--- src/rtl/qam_symbol_scheduler.sv ---
// qam_symbol_scheduler
//   Feeds 2-bit QAM symbols to qam_mixer's data_in. Symbols arrive via a
//   valid/ready handshake into a small FIFO. Each burst starts on a
//   sample_tick that coincides with carrier phase zero. Every symbol is held
//   for SYM_LEN carrier samples. A burst ends after the symbol tagged last.
//   If the FIFO runs dry mid-burst, a 00 filler symbol is sent and the
//   underflow counter increments.
//
// Optional feature macro: QAM_PREAMBLE_EN
//   When defined, each burst opens with PREAMBLE_LEN alternating 00/11
//   symbols before the first data symbol is popped.
//
// Ports
//   clk            system clock
//   rst            synchronous reset, active high
//   sample_tick    one-cycle pulse per carrier sample
//   carrier_zero   high while the carrier is at phase index 0
//   sym_in         upstream symbol
//   sym_last       sym_in is the final symbol of its burst
//   sym_valid      upstream offers sym_in/sym_last
//   sym_ready      FIFO can accept a symbol
//   data_out       symbol driven to qam_mixer data_in
//   mix_en         burst on air
//   busy           scheduler not idle
//   sym_count      data symbols transmitted since reset (wraps)
//   underflow_cnt  underflow boundaries since reset (saturates at 255)

module qam_symbol_scheduler #(
    parameter int SYM_LEN      = 16,
    parameter int FIFO_DEPTH   = 4,
    parameter int PREAMBLE_LEN = 8
) (
    input  logic        clk,
    input  logic        rst,
    input  logic        sample_tick,
    input  logic        carrier_zero,
    input  logic [1:0]  sym_in,
    input  logic        sym_last,
    input  logic        sym_valid,
    output logic        sym_ready,
    output logic [1:0]  data_out,
    output logic        mix_en,
    output logic        busy,
    output logic [15:0] sym_count,
    output logic [7:0]  underflow_cnt
);

    localparam int AW = $clog2(FIFO_DEPTH);
    localparam int TW = $clog2(SYM_LEN);
    localparam logic [TW-1:0] TICK_MAX = TW'(SYM_LEN - 1);

    // Reject configurations the pointer and counter widths cannot represent.
    if (SYM_LEN < 2 || FIFO_DEPTH < 2 || (FIFO_DEPTH & (FIFO_DEPTH - 1)) != 0 ||
        PREAMBLE_LEN < 1) begin : g_bad_cfg
        $error("qam_symbol_scheduler: unsupported parameter set");
    end

`ifdef QAM_PREAMBLE_EN
    localparam int PW = (PREAMBLE_LEN > 1) ? $clog2(PREAMBLE_LEN) : 1;
    localparam logic [PW-1:0] PRE_MAX = PW'(PREAMBLE_LEN - 1);
`endif

    typedef enum logic [1:0] {
        S_IDLE     = 2'd0,
        S_ALIGN    = 2'd1,
`ifdef QAM_PREAMBLE_EN
        S_PREAMBLE = 2'd2,
`endif
        S_DATA     = 2'd3
    } state_t;

    // ------------------------------------------------------------------
    // Symbol FIFO: entry = {last, sym}. Pointers carry one extra wrap bit
    // so that full and empty are distinguishable.
    // ------------------------------------------------------------------
    logic [2:0]  fifo_mem [FIFO_DEPTH];
    logic [AW:0] wr_ptr, rd_ptr;
    logic        fifo_empty, fifo_full;
    logic [2:0]  fifo_head;
    logic        push, pop;

    assign fifo_empty = (wr_ptr == rd_ptr);
    assign fifo_full  = (wr_ptr[AW] != rd_ptr[AW]) &&
                        (wr_ptr[AW-1:0] == rd_ptr[AW-1:0]);
    assign fifo_head  = fifo_mem[rd_ptr[AW-1:0]];

    // Readiness looks only at full, so a full FIFO refuses a push even in
    // a cycle where the scheduler pops.
    assign sym_ready  = !rst && !fifo_full;
    assign push       = sym_valid && sym_ready;

    always_ff @(posedge clk) begin
        if (push) begin
            fifo_mem[wr_ptr[AW-1:0]] <= {sym_last, sym_in};
        end
    end

    // ------------------------------------------------------------------
    // Scheduler FSM
    // ------------------------------------------------------------------
    state_t          state, state_nxt;
    logic [TW-1:0]   tick_cnt, tick_nxt;
    logic [1:0]      data_nxt;
    logic            mix_nxt;
    logic            cur_last, last_nxt;   // last flag of the symbol on air
    logic            boundary;
    logic            load_sym;             // boundary that takes the next data symbol
    logic            cnt_inc, uf_inc;
`ifdef QAM_PREAMBLE_EN
    logic [PW-1:0]   pre_idx, pre_nxt;
`endif

    assign busy = (state != S_IDLE);

    always_ff @(posedge clk) begin
        if (rst) begin
            state         <= S_IDLE;
            tick_cnt      <= '0;
            data_out      <= 2'b00;
            mix_en        <= 1'b0;
            cur_last      <= 1'b0;
            sym_count     <= '0;
            underflow_cnt <= '0;
            wr_ptr        <= '0;
            rd_ptr        <= '0;
`ifdef QAM_PREAMBLE_EN
            pre_idx       <= '0;
`endif
        end else begin
            state    <= state_nxt;
            tick_cnt <= tick_nxt;
            data_out <= data_nxt;
            mix_en   <= mix_nxt;
            cur_last <= last_nxt;
`ifdef QAM_PREAMBLE_EN
            pre_idx  <= pre_nxt;
`endif
            if (push) wr_ptr <= wr_ptr + 1'b1;
            if (pop)  rd_ptr <= rd_ptr + 1'b1;
            if (cnt_inc) sym_count <= sym_count + 16'd1;
            if (uf_inc && underflow_cnt != 8'hFF) underflow_cnt <= underflow_cnt + 8'd1;
        end
    end

    always_comb begin
        state_nxt = state;
        tick_nxt  = tick_cnt;
        data_nxt  = data_out;
        mix_nxt   = mix_en;
        last_nxt  = cur_last;
        load_sym  = 1'b0;
        pop       = 1'b0;
        cnt_inc   = 1'b0;
        uf_inc    = 1'b0;
`ifdef QAM_PREAMBLE_EN
        pre_nxt   = pre_idx;
`endif
        boundary  = sample_tick && (tick_cnt == TICK_MAX);

        case (state)
            S_IDLE: begin
                if (!fifo_empty) state_nxt = S_ALIGN;
            end

            S_ALIGN: begin
                // Burst start is locked to a carrier sample at phase zero.
                if (sample_tick && carrier_zero) begin
                    tick_nxt = '0;
                    mix_nxt  = 1'b1;
                    last_nxt = 1'b0;
`ifdef QAM_PREAMBLE_EN
                    state_nxt = S_PREAMBLE;
                    pre_nxt   = '0;
                    data_nxt  = 2'b00;
`else
                    state_nxt = S_DATA;
                    load_sym  = 1'b1;
`endif
                end
            end

`ifdef QAM_PREAMBLE_EN
            S_PREAMBLE: begin
                if (boundary) begin
                    tick_nxt = '0;
                    if (pre_idx == PRE_MAX) begin
                        state_nxt = S_DATA;
                        load_sym  = 1'b1;
                    end else begin
                        // Pattern alternates 00/11 on preamble index parity.
                        pre_nxt  = pre_idx + 1'b1;
                        data_nxt = {2{~pre_idx[0]}};
                    end
                end else if (sample_tick) begin
                    tick_nxt = tick_cnt + 1'b1;
                end
            end
`endif

            S_DATA: begin
                if (boundary) begin
                    tick_nxt = '0;
                    if (cur_last) begin
                        state_nxt = S_IDLE;
                        mix_nxt   = 1'b0;
                        data_nxt  = 2'b00;
                    end else begin
                        load_sym = 1'b1;
                    end
                end else if (sample_tick) begin
                    tick_nxt = tick_cnt + 1'b1;
                end
            end

            default: state_nxt = S_IDLE;
        endcase

        // Take the next data symbol, or fill with 00 when the FIFO is dry.
        // A symbol pushed in this same cycle is not yet visible here.
        if (load_sym) begin
            if (!fifo_empty) begin
                pop      = 1'b1;
                data_nxt = fifo_head[1:0];
                last_nxt = fifo_head[2];
                cnt_inc  = 1'b1;
            end else begin
                data_nxt = 2'b00;
                last_nxt = 1'b0;
                uf_inc   = 1'b1;
            end
        end
    end

endmodule

--- config.mk ---
export PLATFORM = sky130hd
export DESIGN_NAME = qam_symbol_scheduler
export DESIGN_NICKNAME = d
export VERILOG_FILES = /design/src/rtl/qam_symbol_scheduler.sv
export SDC_FILE = /design/constraint.sdc
export NUM_CORES = 1
export LEC_CHECK = 0
export ABC_AREA = 1
export CAP_MARGIN = 20
export CELL_PAD_IN_SITES_DETAIL_PLACEMENT = 1
export CELL_PAD_IN_SITES_GLOBAL_PLACEMENT = 1
export CORE_ASPECT_RATIO = 0.75
export CORE_MARGIN = 2
export CORE_UTILIZATION = 29
export CTS_CLUSTER_SIZE = 20
export DETAILED_ROUTE_END_ITERATION = 10
export PLACE_DENSITY_LB_ADDON = 0.1
export SLEW_MARGIN = 20
export SYNTH_ARGS = -nofsm -noshare
export SYNTH_HDL_FRONTEND = slang
export SYNTH_SLANG_ARGS = --single-unit
--- constraint.sdc ---
create_clock -name clk -period 1.75 [get_ports clk]
set_clock_uncertainty 0.05 [all_clocks]
set_input_delay 0.4375 -clock clk [delete_from_list [all_inputs] [get_ports clk]]
set_output_delay 0.4375 -clock clk [all_outputs]
set_load 0.05 [all_outputs]
==> metrics <==
outcome complete, no violations; commonest non-fill, non-tap cell in the layout nand2_1; fin. max-slew vios 0; asr flop ratio synth 0; Worst-Skew Late Latency 0.29 ns; FP Rows 30; Place WS -0.293 ns; unrepaired setup endpoints after global routing true; Max IR drop VDD about 0.31 mV; GRT overflow 0; simple-gate share of the synthesized area 0.314; EDFF count, synth 12; Power Dens Cells around 650 nW/um^2; most used cell, CP nand2_2; worst-case clock buffer depth 2; slowest library cell on the worst path dfxtp_2; Wirelength per Cell ~13 um; LEAKAGE between 1.5 and 2 nW; port bufs 36; fin nets 467; max cap viols 0; clk sinks 54; Syn Area/Cell 7.35 um^2; Worst Hold Slack approximately 0.43 ns; ant diodes 0; ys flop type dfxtp_1; main combinational cell family by area after synthesis simple AND/OR/NAND/NOR gates; CTS Root Cell clkbuf_16; Crit path arrival time roughly 1.2 ns; initial antenna violation count 0; clock-pin slew on the worst setup and hold paths approximately 0.07 ns; Synth Area in Compound Gates 0.111; Filler Cells Inserted between 1000 and 1500; minimum clock period about 1.7 ns; gr usage total 0.162; finished layout cell area slightly above 4000 um^2; post-synthesis cell area 2750 um^2; post-synthesis sequential area ratio 0.437; vias in the first global route around 2700; nature of the critical path endpoint output port; Cells after Synth 374; layout cells sized above 1 0.254; largest net degree at the start of global routing 26; io pins 37; Final setup viols 0; total CTS buffers 5; gpl congestion approximately 0.8; Slew @ Worst Pin approximately 0.35 ns; Req. time, crit path between 1 and 1.5 ns; final wirelength ~7800 um; final core utilization 0.441; period utilization 0.975; critical path startpoint category flop; Die Height 88.3 um; drt pass-1 iters 4; fmax 586 MHz; Largest stage delay, worst path ~0.33 ns; first-pass GRT wire length about 13000 um; core area roughly 9000 um^2; Post-DP Area 3740 um^2; vias per std cell around 4.6; CTS tree built; initial DRC count between 100 and 150; via count 2674; Die ar. roughly 10000 um^2; worst-path fanout max 3; commonest non-fill, non-tap cells in the layout nand2_1 (111), buf_4 (44), nor2_1 (39); xor/xnor share of the synthesized area 0.0318; initial core utilization 0.302; Synth cell types 30; Worst Hold Class reg2reg; Slew HR 0.766; antenna violation net count after detailed routing 0; Worst Slack Setup Final 0.0431 ns; reg2reg setup slack roughly 0.16 ns; adder-cell share of the synthesized area 0.0364; syn_nets ~400; Synth-to-Final Area Change 46.2%; htree depth 2; critical path, cell by cell inv_1 > nand2_1 > nand2_2 > nand3_4 > nand2_2 > inv_2 > buf_8; Yosys warning total 0; post-DP HPWL ~5900 um; crit path kind reg2out; final hold vios 0; Die X between 100 and 150 um; post-synthesis mux area share 0; post-synthesis register bit count 54; # DRC 0; setup TNS 0 ns
-- kinds of logic after synthesis --
| group | Yosys count |
|---|---|
| compound gates | 57 |
| simple gates | 198 |
| buf+inv | 47 |
| flops | 54 |
| xor+xnor | 10 |
| fa+ha+maj | 8 |
-- flip-flops by register name, summed over array words and instances (netlist names), named ones only --
register / flops
cur_last: 1
data_out: 2
mix_en: 1
rd_ptr: 3
fifo_mem: 12
underflow_cnt: 8
tick_cnt: 4
wr_ptr: 3
state: 2
sym_count: 16
-- cell type report --
| cell class | instances | area, um^2 | share of cell area |
|---|---|---|---|
| clock inverter | 3 | 16.3 | 0.00405 |
| timing repair buffer | 77 | 915 | 0.228 |
| clock buffer | 5 | 125 | 0.0311 |
| sequential | 54 | 1220 | 0.304 |
| tap | 128 | 160 | 0.0398 |
| inverter | 40 | 168 | 0.0417 |
| multi-input combinational | 273 | 1420 | 0.352 |
-- synth_stat cells, types with 2 or more instances --
| master | instances | share of area |
|---|---|---|
| nand2_1 | 114 | 0.16 |
| dfxtp_1 | 42 | 0.31 |
| nor2_1 | 40 | 0.055 |
| inv_1 | 38 | 0.052 |
| a21oi_1 | 30 | 0.055 |
| nand3_1 | 17 | 0.031 |
| o21ai_0 | 16 | 0.029 |
| nand4_1 | 13 | 0.030 |
| edfxtp_1 | 12 | 0.13 |
| ha_1 | 8 | 0.036 |
| xor2_1 | 7 | 0.022 |
| nand3_2 | 5 | 0.018 |
| a21oi_2 | 3 | 0.0096 |
| buf_2 | 3 | 0.0055 |
| clkbuf_1 | 3 | 0.0041 |
| o21ai_1 | 3 | 0.0055 |
| o22ai_1 | 3 | 0.0068 |
| xnor2_1 | 3 | 0.0096 |
| nand2_4 | 2 | 0.0082 |
| nor3_1 | 2 | 0.0036 |
-- critical path: cells and delay by family, from the launching register on --
| kind | cells | cell delay, ns |
|---|---|---|
| flip-flops | 1 | 0.33 |
| buffers and inverters | 3 | 0.27 |
| AND/OR/NAND/NOR | 4 | 0.33 |
-- stage by stage --
step	cells	power [mW]
floorplan	374	1.50
global placement	566	1.63
detailed placement	566	1.63
CTS	580	2.65
global route	580	2.73
finish	580	2.62
-- per-layer routing --
metal | vias to the layer above | GRT usage | share of wire
met5 | - | 0 | 0
met4 | 0 | 0.0422 | 0.011
met3 | 7 | 0.0322 | 0.039
met2 | 37 | 0.256 | 0.44
met1 | 1257 | 0.227 | 0.51
li1 | 1373 | - | -
-- final timing paths --
check                                         startpoint                             to  depth (start not counted)
worst max-delay path              rd_ptr[1]$_SDFFE_PP0P_                      sym_ready                          7
worst min-delay path            tick_cnt[0]$_SDFFE_PP0P_       tick_cnt[0]$_SDFFE_PP0P_                          2
worst max register to register    wr_ptr[2]$_SDFFE_PP0N_  underflow_cnt[0]$_SDFFE_PP0P_                          7
worst min register to register  tick_cnt[0]$_SDFFE_PP0P_       tick_cnt[0]$_SDFFE_PP0P_                          2
-- report_power, final --
group          internal [mW]  switching (mW)  leakage [nW]
Combinational          0.126           0.187          1.05
Clock                  0.524           0.462        0.0672
Sequential              1.30          0.0225         0.455
Total                   1.95           0.671          1.58
-- what timing repair did --
action | CTS | global route
setup endpoints to repair | 2 | 33
resized for setup | 18 | 14
buffers inserted | 6 | 0
pin swaps | 4 | 3
hold buffers | 0 | 0
cloned | 0 | 0
endpoints found under the hold margin | 0 | 0
No activity file was read; power rests on OpenSTA's default activity.
